**config.mk**
```make
export PLATFORM = sky130hd
export DESIGN_NAME = concat_frame_packer
export DESIGN_NICKNAME = d
export VERILOG_FILES = /design/src/rtl/concat_pack_pkg.sv /design/src/rtl/concat_frame_reg.sv /design/src/rtl/concat_frame_packer.sv
export SDC_FILE = /design/constraint.sdc
export NUM_CORES = 1
export LEC_CHECK = 0
export ABC_AREA = 0
export CORE_AREA = 4 4 64 110
export DETAILED_ROUTE_END_ITERATION = 12
export DIE_AREA = 0 0 68 114
export SYNTH_ARGS = -nofsm -noshare
export SYNTH_HDL_FRONTEND = slang
export SYNTH_SLANG_ARGS = --single-unit
export TNS_END_PERCENT = 20
```
**constraint.sdc**
```tcl
create_clock -name clk -period 1.9 [get_ports clk]
set_clock_uncertainty 0.1 [all_clocks]
set_input_delay 0.38 -clock clk [delete_from_list [all_inputs] [get_ports clk]]
set_output_delay 0.38 -clock clk [all_outputs]
set_load 0.005 [all_outputs]
```
**src/rtl/concat_pack_pkg.sv**
```systemverilog
// Shared types and width helpers for the streaming frame packer.
package concat_pack_pkg;

  typedef enum logic [0:0] {StFill, StDrain} state_e;

  function automatic int unsigned calc_total_w(input int unsigned in_w,
                                               input int unsigned frame_n,
                                               input int unsigned pad_w);
    return frame_n * in_w + pad_w;
  endfunction

  function automatic int unsigned calc_nout(input int unsigned total_w,
                                            input int unsigned out_w);
    return total_w / out_w;
  endfunction

  // Counter wide enough to hold 0..limit inclusive.
  function automatic int unsigned calc_cnt_w(input int unsigned limit);
    return $clog2(limit + 1);
  endfunction

endpackage

```
**src/rtl/concat_frame_reg.sv**
```systemverilog
// Frame accumulator: writes one field per accept, clears trailing slots and inserts the pad
// when the frame closes.
module concat_frame_reg
  import concat_pack_pkg::*;
#(
  parameter int unsigned IN_W    = 5,
  parameter int unsigned FRAME_N = 6,
  parameter int unsigned PAD_W   = 2,
  parameter logic [((PAD_W > 0) ? PAD_W : 1)-1:0] PAD_VAL = '1,
  parameter int unsigned SLOT_W  = calc_cnt_w(FRAME_N),
  localparam int unsigned TotalW = calc_total_w(IN_W, FRAME_N, PAD_W)
) (
  input  logic              clk,
  input  logic              areset,
  input  logic              wr_en,
  input  logic              close,
  input  logic              clear,
  input  logic [SLOT_W-1:0] slot,
  input  logic [IN_W-1:0]   data,
  output logic [TotalW-1:0] frame
);

  localparam int unsigned FieldW = FRAME_N * IN_W;

  logic [FieldW-1:0] fields_q, fields_d;

  always_comb begin
    fields_d = fields_q;
    if (clear) begin
      fields_d = '0;
    end else if (wr_en) begin
      for (int unsigned k = 0; k < FRAME_N; k++) begin
        if (SLOT_W'(k) == slot) begin
          fields_d[FieldW-1-k*IN_W -: IN_W] = data;
        end else if (close && (SLOT_W'(k) > slot)) begin
          fields_d[FieldW-1-k*IN_W -: IN_W] = '0;
        end
      end
    end
  end

  always_ff @(posedge clk or posedge areset) begin
    if (areset) begin
      fields_q <= '0;
    end else begin
      fields_q <= fields_d;
    end
  end

  if (PAD_W > 0) begin : g_pad
    logic [PAD_W-1:0] pad_q;

    always_ff @(posedge clk or posedge areset) begin
      if (areset) begin
        pad_q <= '0;
      end else if (clear) begin
        pad_q <= '0;
      end else if (wr_en && close) begin
        pad_q <= PAD_VAL;
      end
    end

    assign frame = {fields_q, pad_q};
  end else begin : g_no_pad
    assign frame = fields_q;
  end

endmodule

```
**src/rtl/concat_frame_packer.sv**
```systemverilog
// Collects up to FRAME_N narrow fields into a padded frame, then drains it as OUT_W-bit words.
module concat_frame_packer
  import concat_pack_pkg::*;
#(
  parameter int unsigned IN_W    = 5,
  parameter int unsigned FRAME_N = 6,
  parameter int unsigned PAD_W   = 2,
  parameter logic [((PAD_W > 0) ? PAD_W : 1)-1:0] PAD_VAL = 2'b11,
  parameter int unsigned OUT_W   = 8
) (
  input  logic             clk,
  input  logic             areset,
  input  logic [IN_W-1:0]  in_data,
  input  logic             in_valid,
  input  logic             in_last,
  output logic             in_ready,
  output logic [OUT_W-1:0] out_data,
  output logic             out_valid,
  output logic             out_last,
  output logic             out_short,
  input  logic             out_ready
);

  localparam int unsigned TotalW    = calc_total_w(IN_W, FRAME_N, PAD_W);
  localparam int unsigned Nout      = calc_nout(TotalW, OUT_W);
  localparam int unsigned FieldCntW = calc_cnt_w(FRAME_N);
  localparam int unsigned WordCntW  = calc_cnt_w(Nout);

  localparam logic [FieldCntW-1:0] LastField = FieldCntW'(FRAME_N - 1);
  localparam logic [WordCntW-1:0]  LastWord  = WordCntW'(Nout - 1);

  if ((TotalW % OUT_W) != 0) begin : g_bad_width
    $error("concat_frame_packer: packed frame width is not a multiple of OUT_W");
  end

  state_e                 state_q, state_d;
  logic [FieldCntW-1:0]   field_cnt_q;
  logic [WordCntW-1:0]    word_cnt_q;
  logic                   short_q;
  logic [TotalW-1:0]      frame;

  logic accept, close, xfer, done;

  assign accept = (state_q == StFill) && in_valid;
  assign close  = accept && ((field_cnt_q == LastField) || in_last);
  assign xfer   = (state_q == StDrain) && out_ready;
  assign done   = xfer && (word_cnt_q == LastWord);

  concat_frame_reg #(
    .IN_W    (IN_W),
    .FRAME_N (FRAME_N),
    .PAD_W   (PAD_W),
    .PAD_VAL (PAD_VAL),
    .SLOT_W  (FieldCntW)
  ) u_frame_reg (
    .clk    (clk),
    .areset (areset),
    .wr_en  (accept),
    .close  (close),
    .clear  (done),
    .slot   (field_cnt_q),
    .data   (in_data),
    .frame  (frame)
  );

  always_ff @(posedge clk or posedge areset) begin
    if (areset) begin
      state_q <= StFill;
    end else begin
      state_q <= state_d;
    end
  end

  always_comb begin
    state_d = state_q;
    unique case (state_q)
      StFill:  if (close) state_d = StDrain;
      StDrain: if (done)  state_d = StFill;
      default: state_d = StFill;
    endcase
  end

  always_ff @(posedge clk or posedge areset) begin
    if (areset) begin
      field_cnt_q <= '0;
      word_cnt_q  <= '0;
      short_q     <= 1'b0;
    end else if (done) begin
      field_cnt_q <= '0;
      word_cnt_q  <= '0;
      short_q     <= 1'b0;
    end else begin
      if (accept) begin
        field_cnt_q <= field_cnt_q + 1'b1;
      end
      if (close) begin
        short_q <= (field_cnt_q < LastField);
      end
      if (xfer) begin
        word_cnt_q <= word_cnt_q + 1'b1;
      end
    end
  end

  // Word 0 carries the frame MSBs; data is forced to zero outside the drain.
  always_comb begin
    in_ready  = (state_q == StFill);
    out_valid = (state_q == StDrain);
    out_last  = (state_q == StDrain) && (word_cnt_q == LastWord);
    out_short = (state_q == StDrain) && short_q;
    out_data  = '0;
    if (state_q == StDrain) begin
      for (int unsigned i = 0; i < Nout; i++) begin
        if (word_cnt_q == WordCntW'(i)) begin
          out_data = frame[TotalW-1-i*OUT_W -: OUT_W];
        end
      end
    end
  end

endmodule

```
* Yosys cells after proc, flatten, opt, wreduce, memory -nomap -nowiden
Index checks and enable logic that the tools add are counted.
Word-level totals: input port bits 10, register bits 40, word-level logic and storage cells 92, output and inout bits 12
Operators by class: bitwise operators 1, mux-type cells 30, add/sub/neg operators 2, reductions and logical operators 32, equal/unequal tests 9, $lt $le $gt $ge 7
Operators with widths (number):
- $mux W30 | 2
- $mux W5 | 12
- $mux W8 | 5
- $reduce_bool A3 Y1 | 6
- $logic_and A1 B1 Y1 | 13
- $mux W3 | 4
- $reduce_and A2 Y1 | 6
- $reduce_bool A2 Y1 | 4
- $add A3 B1 Y3 const B | 2
- $eq A2 B3 Y1 const A | 2
- $eq A3 B2 Y1 const B | 2
- $eq A3 B3 Y1 const A | 2
- $gt A1 B3 Y1 const A | 2
- $gt A2 B3 Y1 const A | 2
- $gt A3 B3 Y1 const A | 2
- $logic_not A3 Y1 | 2
- $mux W1 | 4
- $mux W2 | 2
- $eq A1 B3 Y1 const A | 1
- $eq A3 B1 Y1 const B | 1
- $eq A3 B3 Y1 const B | 1
- $lt A3 B3 Y1 const B | 1
- $pmux W1 S2 | 1
- $logic_or A1 B1 Y1 | 1
- $not A1 Y1 | 1

* Depth between registers and ports, before layout
Gate-level depths: netlist of run 1.
depth in word-level cells 8, mapped depth 8, gate-level depth less buffers 6

* By module
Synthesis of run 1 repeated with hierarchy kept, for this count alone.
Unflattened totals: cells, all modules 216, area, all modules 2167.1 sq um
Modules (own cells, without submodules):
- concat_frame_reg | area an instance 1416.4 sq um, times used 1, cells an instance 125, seq. area each 775.7 sq um
- concat_frame_packer | area an instance 750.7 sq um, times used 1, cells an instance 91, seq. area each 200.2 sq um

* Worst setup path after synthesis of run 1
No wires, ideal clock.
path type reg-to-output, start register word_cnt_q[1], end output out_data[0], setup slack -0.110 ns, buffers on the path 2, stages on the path, launching flop included 9, arrival 1.530 ns, data required time 1.420 ns, cells stage by stage dfrtp_1 -> inv_1 -> ha_1 -> clkbuf_1 -> nor2b_1 -> buf_2 -> a221oi_1 -> a211o_1 -> a21oi_1
On the way: word-level cells in the longest chain between the ends 6, elaborated cells on any way between the ends 9, those cells by class 3 x eq/ne; 5 x mux; 1 x reduce/logical
RTL lines:
- start: declaration | RTL line concat_frame_packer.sv:38 | logic [WordCntW-1:0] word_cnt_q;
- start signal: assignment | RTL line concat_frame_packer.sv:100 | word_cnt_q <= word_cnt_q + 1'b1;
- $logic_not A3 Y1 | RTL line concat_frame_packer.sv:114 | if (word_cnt_q == WordCntW'(i)) begin
- $mux W8 (3 in a row) | RTL line concat_frame_packer.sv:114
- $mux W8 * | RTL line concat_frame_packer.sv:114
- $mux W8 * | RTL line concat_frame_packer.sv:112 | if (state_q == StDrain) begin
- end: declaration | RTL line concat_frame_packer.sv:17 | output logic [OUT_W-1:0] out_data,
Every way passes the cells marked *; elsewhere a longest branch is shown, timed or not.

* Worst setup path after layout of run 1
start register word_cnt_q[0], end output out_data[6]
Same word-level chain as after synthesis.

==> flow_summary.ini, run 1 <==
[grt]
grt_pass1_vias = 1963
antenna_found_initial = 0
grt_max_degree = 40
grt_pass1_wl_microns = 9730
overflow = 0
grtUsageTotal_pct = 17.0

[setup_path]
worst-path-buf-inv = 4
worst-path-max-fanout = 10
slowest_delay_ns = 0.41
crit_slowest_cell = dfrtp_2
path_delay_family = buffers and inverters
cp_data_arrival_time_ns = 1.87
reg2reg_slack_ns = -0.16
path_class = reg2out
critPathLaunchType = register
reg2reg_to = u_frame_reg.fields_q[26]
cp_common_cell = buf_4
crit_chain = inv_2, buf_4, ha_4, buf_4, a211o_1, a21oi_2, buf_2
r2r_start = word_cnt_q[1]
cp_data_required_time_ns = 1.42
reg2reg_depth = 9
crit_path_end_kind = output port

[timing]
finalCritPeriodShare_pct = 124
fmax_mhz = 426
holdWs_ns = 0.343
worst_pin_slew_ns = 0.394
period_needed_ns = 2.35
drv_slew = 0
rsz0062_at_grt = true
relSlewSlack_pct = 73.6
worst_slack_ns = -0.448
setup_viol = 14
hold_viol = 0

[final_layout]
area_delta_synth_final_pct = 38.5
post-route-util_pct = 47.2
antennaDiodeCount = 0
final_cells = 365
drive_gt1_share_pct = 31.9
fin_area_sq_um = 2920
fin_nets = 301

[logic_synthesis]
ys.flop_type = dfrtp_1
synth_area_per_cell_sq_um = 9.24
async_flop_share_pct = 100
yosysUniqueCellTypes = 35
synth_warnings = 0
synth_area_leaders = dfrtp_1 (46%), a21oi_1 (6.9%), nand2_1 (6.2%)
yosys.area.top_type = dfrtp_1
synth_edf_count = 0
syn_area_sq_um = 2110
ys_ff_latch = 39
synth_cells = 228
yosysSeqAreaShare_pct = 46.3
synth.top_cell.area_share_pct = 46.3
synthMostInstantiatedCell = dfrtp_1
synth.top_cells.by_count = dfrtp_1 (39), nand2_1 (35), a21oi_1 (29)
synth_nets = 245

[placement]
portBuffers = 21
place_area_sq_um = 2700
place.gp.congestion = 0.808
place_inst = 350
hpwl_microns = 4310

[hold_path]
min_path_type = in2async

[run_status]
violations = negative setup slack
status = finished, violations left

[floorplanning]
die_y_microns = 114
io_pins = 22
rows = 38
core_area_sq_um = 6180
initial_core_util_pct = 34.1
die_area_sq_um = 7750
die_w_microns = 68

[cts]
htreeDepth = 2
cts.path.max_buffers = 2
cts_buffers = 5
clk_pin_slew_ns = 0.07
cts_tree = yes
cts-root-buf = clkbuf_8
clk_latency_ns = 0.29
numClockSinks = 39

[routing]
routed_wl_microns = 6050
drt_first_pass_iters = 4
dr_wl_met2_microns = 3150
top_layer = met4
wl_met3_microns = 180
vias = 1946
wl_met1_microns = 2430
vias_per_cell = 5.33
ant_nets = 0
drc_errors = 0
wl_per_cell_microns = 16.6
drt_iter0_drc = 77

[run]
drv_cap = 0

[power_and_ir_drop]
p_per_area_nw_per_um2 = 1560
peakVddDrop_mv = 0.579
power_leakage_uw = 0.00133
-- how the worst max path moves through the flow --
stage                  start  cells after the start  slack (ns)           to
5_1_grt        word_cnt_q[0]                      9       -0.54  out_data[7]
4_1_cts        word_cnt_q[1]                      9       -0.52  out_data[6]
2_1_floorplan  word_cnt_q[1]                      8      -0.004  out_data[3]
3_5_place_dp   word_cnt_q[0]                      8       -0.54  out_data[7]
6_report       word_cnt_q[0]                      7       -0.45  out_data[6]
3_3_place_gp   word_cnt_q[0]                      6       -0.50  out_data[2]
-- state kept, by name (all words and copies together), names as in the netlist --
register and flops:
u_frame_reg.fields_q 30, field_cnt_q 3, word_cnt_q 3, out_valid 1, short_q 1, u_frame_reg.g_pad.pad_q 1
-- stage by stage --
stage	TNS, ns	setup slack [ns]	total power [uW]
after CTS	-5.27	-0.518	4510
final	-4.43	-0.448	4560
after floorplan	-0.0102	-0.00414	2710
after detailed placement	-7.11	-0.538	3750
after global routing	-5.66	-0.545	4890
after global placement	-6.45	-0.503	3700
-- final cells by class --
| cell class | count | area, sq um |
|---|---|---|
| clock buffer | 7 | 76.3 |
| tap | 80 | 100 |
| multi-input combinational | 154 | 1140 |
| timing repair buffer | 62 | 538 |
| fill | 619 | 3260 |
| clock inverter | 1 | 5.00 |
| sequential | 39 | 978 |
| inverter | 22 | 82.6 |
-- report_power, final --
part	switching, uW	internal [uW]
clock	289	258
sequential	263	1180
combinational	1280	1290
total	1830	2730
-- cells by family (layout without fill, tap and decap cells) --
kind of cell	Yosys count	in the layout	share of synthesized area, %
mux	6	6	2.91
compound gates	64	64	21.2
simple gates	76	76	18.2
xor+xnor	1	1	0.416
flops	39	39	46.3
fa+ha+maj	7	7	4.16
buf+inv	35	92	6.77
-- worst min-delay path: stages --
cell	delay [ns]
clkdlybuf4s50_1	0.40
inv_1	0.09
buf_12	0.23
-- layer usage --
layer,vias up,GRT usage [%]
li1,925,-
met1,945,19.0
met2,54,29.0
met3,22,2.96
met4,0,10.1
met5,-,0
-- cell usage in the layout, fill, tap and decap left out, types with 2 or more instances in the layout --
master | synthesis | layout
nand4_1 | 10 | 10
clkbuf_1 | 4 | 2
mux2i_1 | 5 | 5
nand3_1 | 7 | 7
dfrtp_2 | 0 | 2
a21oi_2 | 0 | 9
inv_2 | 1 | 3
inv_1 | 21 | 19
o211ai_1 | 2 | 2
a22o_1 | 6 | 6
clkdlybuf4s50_1 | 0 | 10
a211o_1 | 9 | 9
buf_6 | 0 | 8
a21oi_1 | 29 | 20
nand2_1 | 35 | 35
dlygate4sd2_1 | 0 | 2
nor2b_1 | 3 | 2
a22oi_1 | 5 | 5
ha_1 | 7 | 3
ha_4 | 0 | 4
o21ai_0 | 3 | 2
buf_12 | 0 | 3
buf_2 | 9 | 8
and2_1 | 2 | 2
buf_4 | 0 | 30
nor2_1 | 8 | 7
clkbuf_8 | 0 | 5
dfrtp_1 | 39 | 37
a221oi_2 | 0 | 8
-- repair_timing --
action                     CTS  global route
resized for setup           60             9
setup buffers                6             2
pin swaps                   16             9
hold buffers                 0             0
setup endpoints to repair   22            41
Note: power is estimated with default switching activity, not from simulation.
==> run 2: changes to the inputs <==
--- a/config.mk
+++ b/config.mk
@@ -6,9 +6,10 @@
 export NUM_CORES = 1
 export LEC_CHECK = 0
 export ABC_AREA = 0
-export CORE_AREA = 4 4 64 110
+export CORE_AREA = 2 2 62 108
 export DETAILED_ROUTE_END_ITERATION = 12
-export DIE_AREA = 0 0 68 114
+export DIE_AREA = 0 0 64 110
+export SLEW_MARGIN = 20
 export SYNTH_ARGS = -nofsm -noshare
 export SYNTH_HDL_FRONTEND = slang
 export SYNTH_SLANG_ARGS = --single-unit
==> run 2 against run 1 <==
The flow still finishes with violations (negative setup slack). Wire length fell by 3.2%. Register-to-register slack got worse by 0.05 ns. Worst hold slack got worse by 0.0091 ns. Highest routed layer unchanged. First-iteration DRC count rose by 6.5%. Largest power group unchanged.
==> flow_summary.ini, run 2 (same netlist as run 1, synthesis figures left out) <==
[cts]
hold_buffers = 0
clk_pin_slew_ns = 0.08
numClockSinks = 39
clk_latency_ns = 0.29
cts_buffers = 5
htreeDepth = 2
cts_tree = yes
cts-root-buf = clkbuf_8
cts.path.max_buffers = 2

[routing]
wl_per_cell_microns = 15.8
ant_nets = 0
vias_per_cell = 5.16
drt_first_pass_iters = 4
drc_errors = 0
vias = 1909
routed_wl_microns = 5860
drt_iter0_drc = 82

[timing]
worst_pin_slew_ns = 0.402
setup_tns_ns = -4.30
finalCritPeriodShare_pct = 122
drv_slew = 0
setup_viol = 14
worst_slack_ns = -0.427
period_needed_ns = 2.33
fmax_mhz = 430
hold_viol = 0
relSlewSlack_pct = 73.1
rsz0062_at_grt = true

[placement]
hpwl_microns = 4250
dp_slack_ns = -0.518
place.gp.congestion = 0.883
place_area_sq_um = 2710
place_inst = 351
portBuffers = 21

[setup_path]
startpoint = word_cnt_q[1]
critPathLaunchType = register
cp_data_arrival_time_ns = 1.85
reg2reg_depth = 9
worst-path-max-fanout = 7
cp_data_required_time_ns = 1.42
reg2reg_to = u_frame_reg.fields_q[29]
crit_path_end_kind = output port
r2r_start = word_cnt_q[0]
reg2reg_slack_ns = -0.21
path_class = reg2out

[final_layout]
fin_area_sq_um = 3000
reg.largest.list = u_frame_reg.fields_q x30, field_cnt_q x3, word_cnt_q x3
final_cells = 370
layout_common_cells = dfrtp_1 (38), nand2_1 (35), buf_4 (32)
largest_reg_flops = 30
largest_register = u_frame_reg.fields_q
drive_gt1_share_pct = 32.4
antennaDiodeCount = 0
fin_nets = 306
fillers = 576
area_delta_synth_final_pct = 42.5
final_common_cell = dfrtp_1

[grt]
grt_max_degree = 40
grt_pass1_vias = 1924
overflow = 0
grt_pass1_wl_microns = 9630
grtUsageTotal_pct = 17.9
antenna_found_initial = 0

[floorplanning]
die_y_microns = 110
die_area_sq_um = 7040
die_w_microns = 64
io_pins = 22
initial_core_util_pct = 34.4
core_area_sq_um = 6130
rows = 38

[power_and_ir_drop]
finalPower_uw = 4860
peakVddDrop_mv = 0.665
p_per_area_nw_per_um2 = 1620
power_leakage_uw = 0.00137

[run_status]
violations = negative setup slack
status = finished, violations left

[run]
drv_cap = 0

[hold_path]
min_path_type = in2async
[run 2: routing by layer]
metal	part of all wire [%]	up-vias	global-route usage, %
met3	1.9	15	2.34
met1	39	922	20.6
met5	0	-	0
li1	-	936	-
met2	55	36	32.1
met4	3.9	0	9.63
[run 2: layout make-up]
class,count,area (sq um),area share [%]
inverters,22,82.6,2.75
multi-input cells,154,1120,37.4
clock inverters,2,60.1,2.00
clock buffers,6,72.6,2.42
repair buffers,67,587,19.5
well taps,80,100,3.33
flip-flops and latches,39,977,32.5
[run 2: what timing repair did]
action,in CTS,in global routing
buffers inserted,6,7
endpoints found under the setup margin,21,26
pin swaps,16,16
gates resized for setup,58,11
[run 2: worst max-delay path by stage]
stage | to | cells after the start
2_1_floorplan | out_data[3] | 8
3_3_place_gp | out_data[3] | 6
3_5_place_dp | out_data[4] | 6
4_1_cts | out_data[4] | 9
5_1_grt | out_data[2] | 8
6_report | out_data[2] | 7
[run 2: critical path, stage by stage (launching register included)]
cell and delay (ns):
dfrtp_1 0.41, buf_6 0.13, buf_6 0.11, ha_4 0.18, buf_6 0.14, a211o_1 0.31, a21oi_2 0.15, buf_2 0.12
[run 2: metrics by stage]
stage / utilization, % / hold slack [ns]
after floorplan: - / 0.373
after global placement: 44.2 / 0.395
after detailed placement: 44.2 / 0.394
after CTS: 47.7 / 0.358
after global routing: 49.0 / 0.361
final: 49.0 / 0.334
[run 2: power breakdown]
group,switching (uW),internal [uW]
Clock,294,525
Sequential,258,1170
Combinational,1260,1350
Total,1810,3050
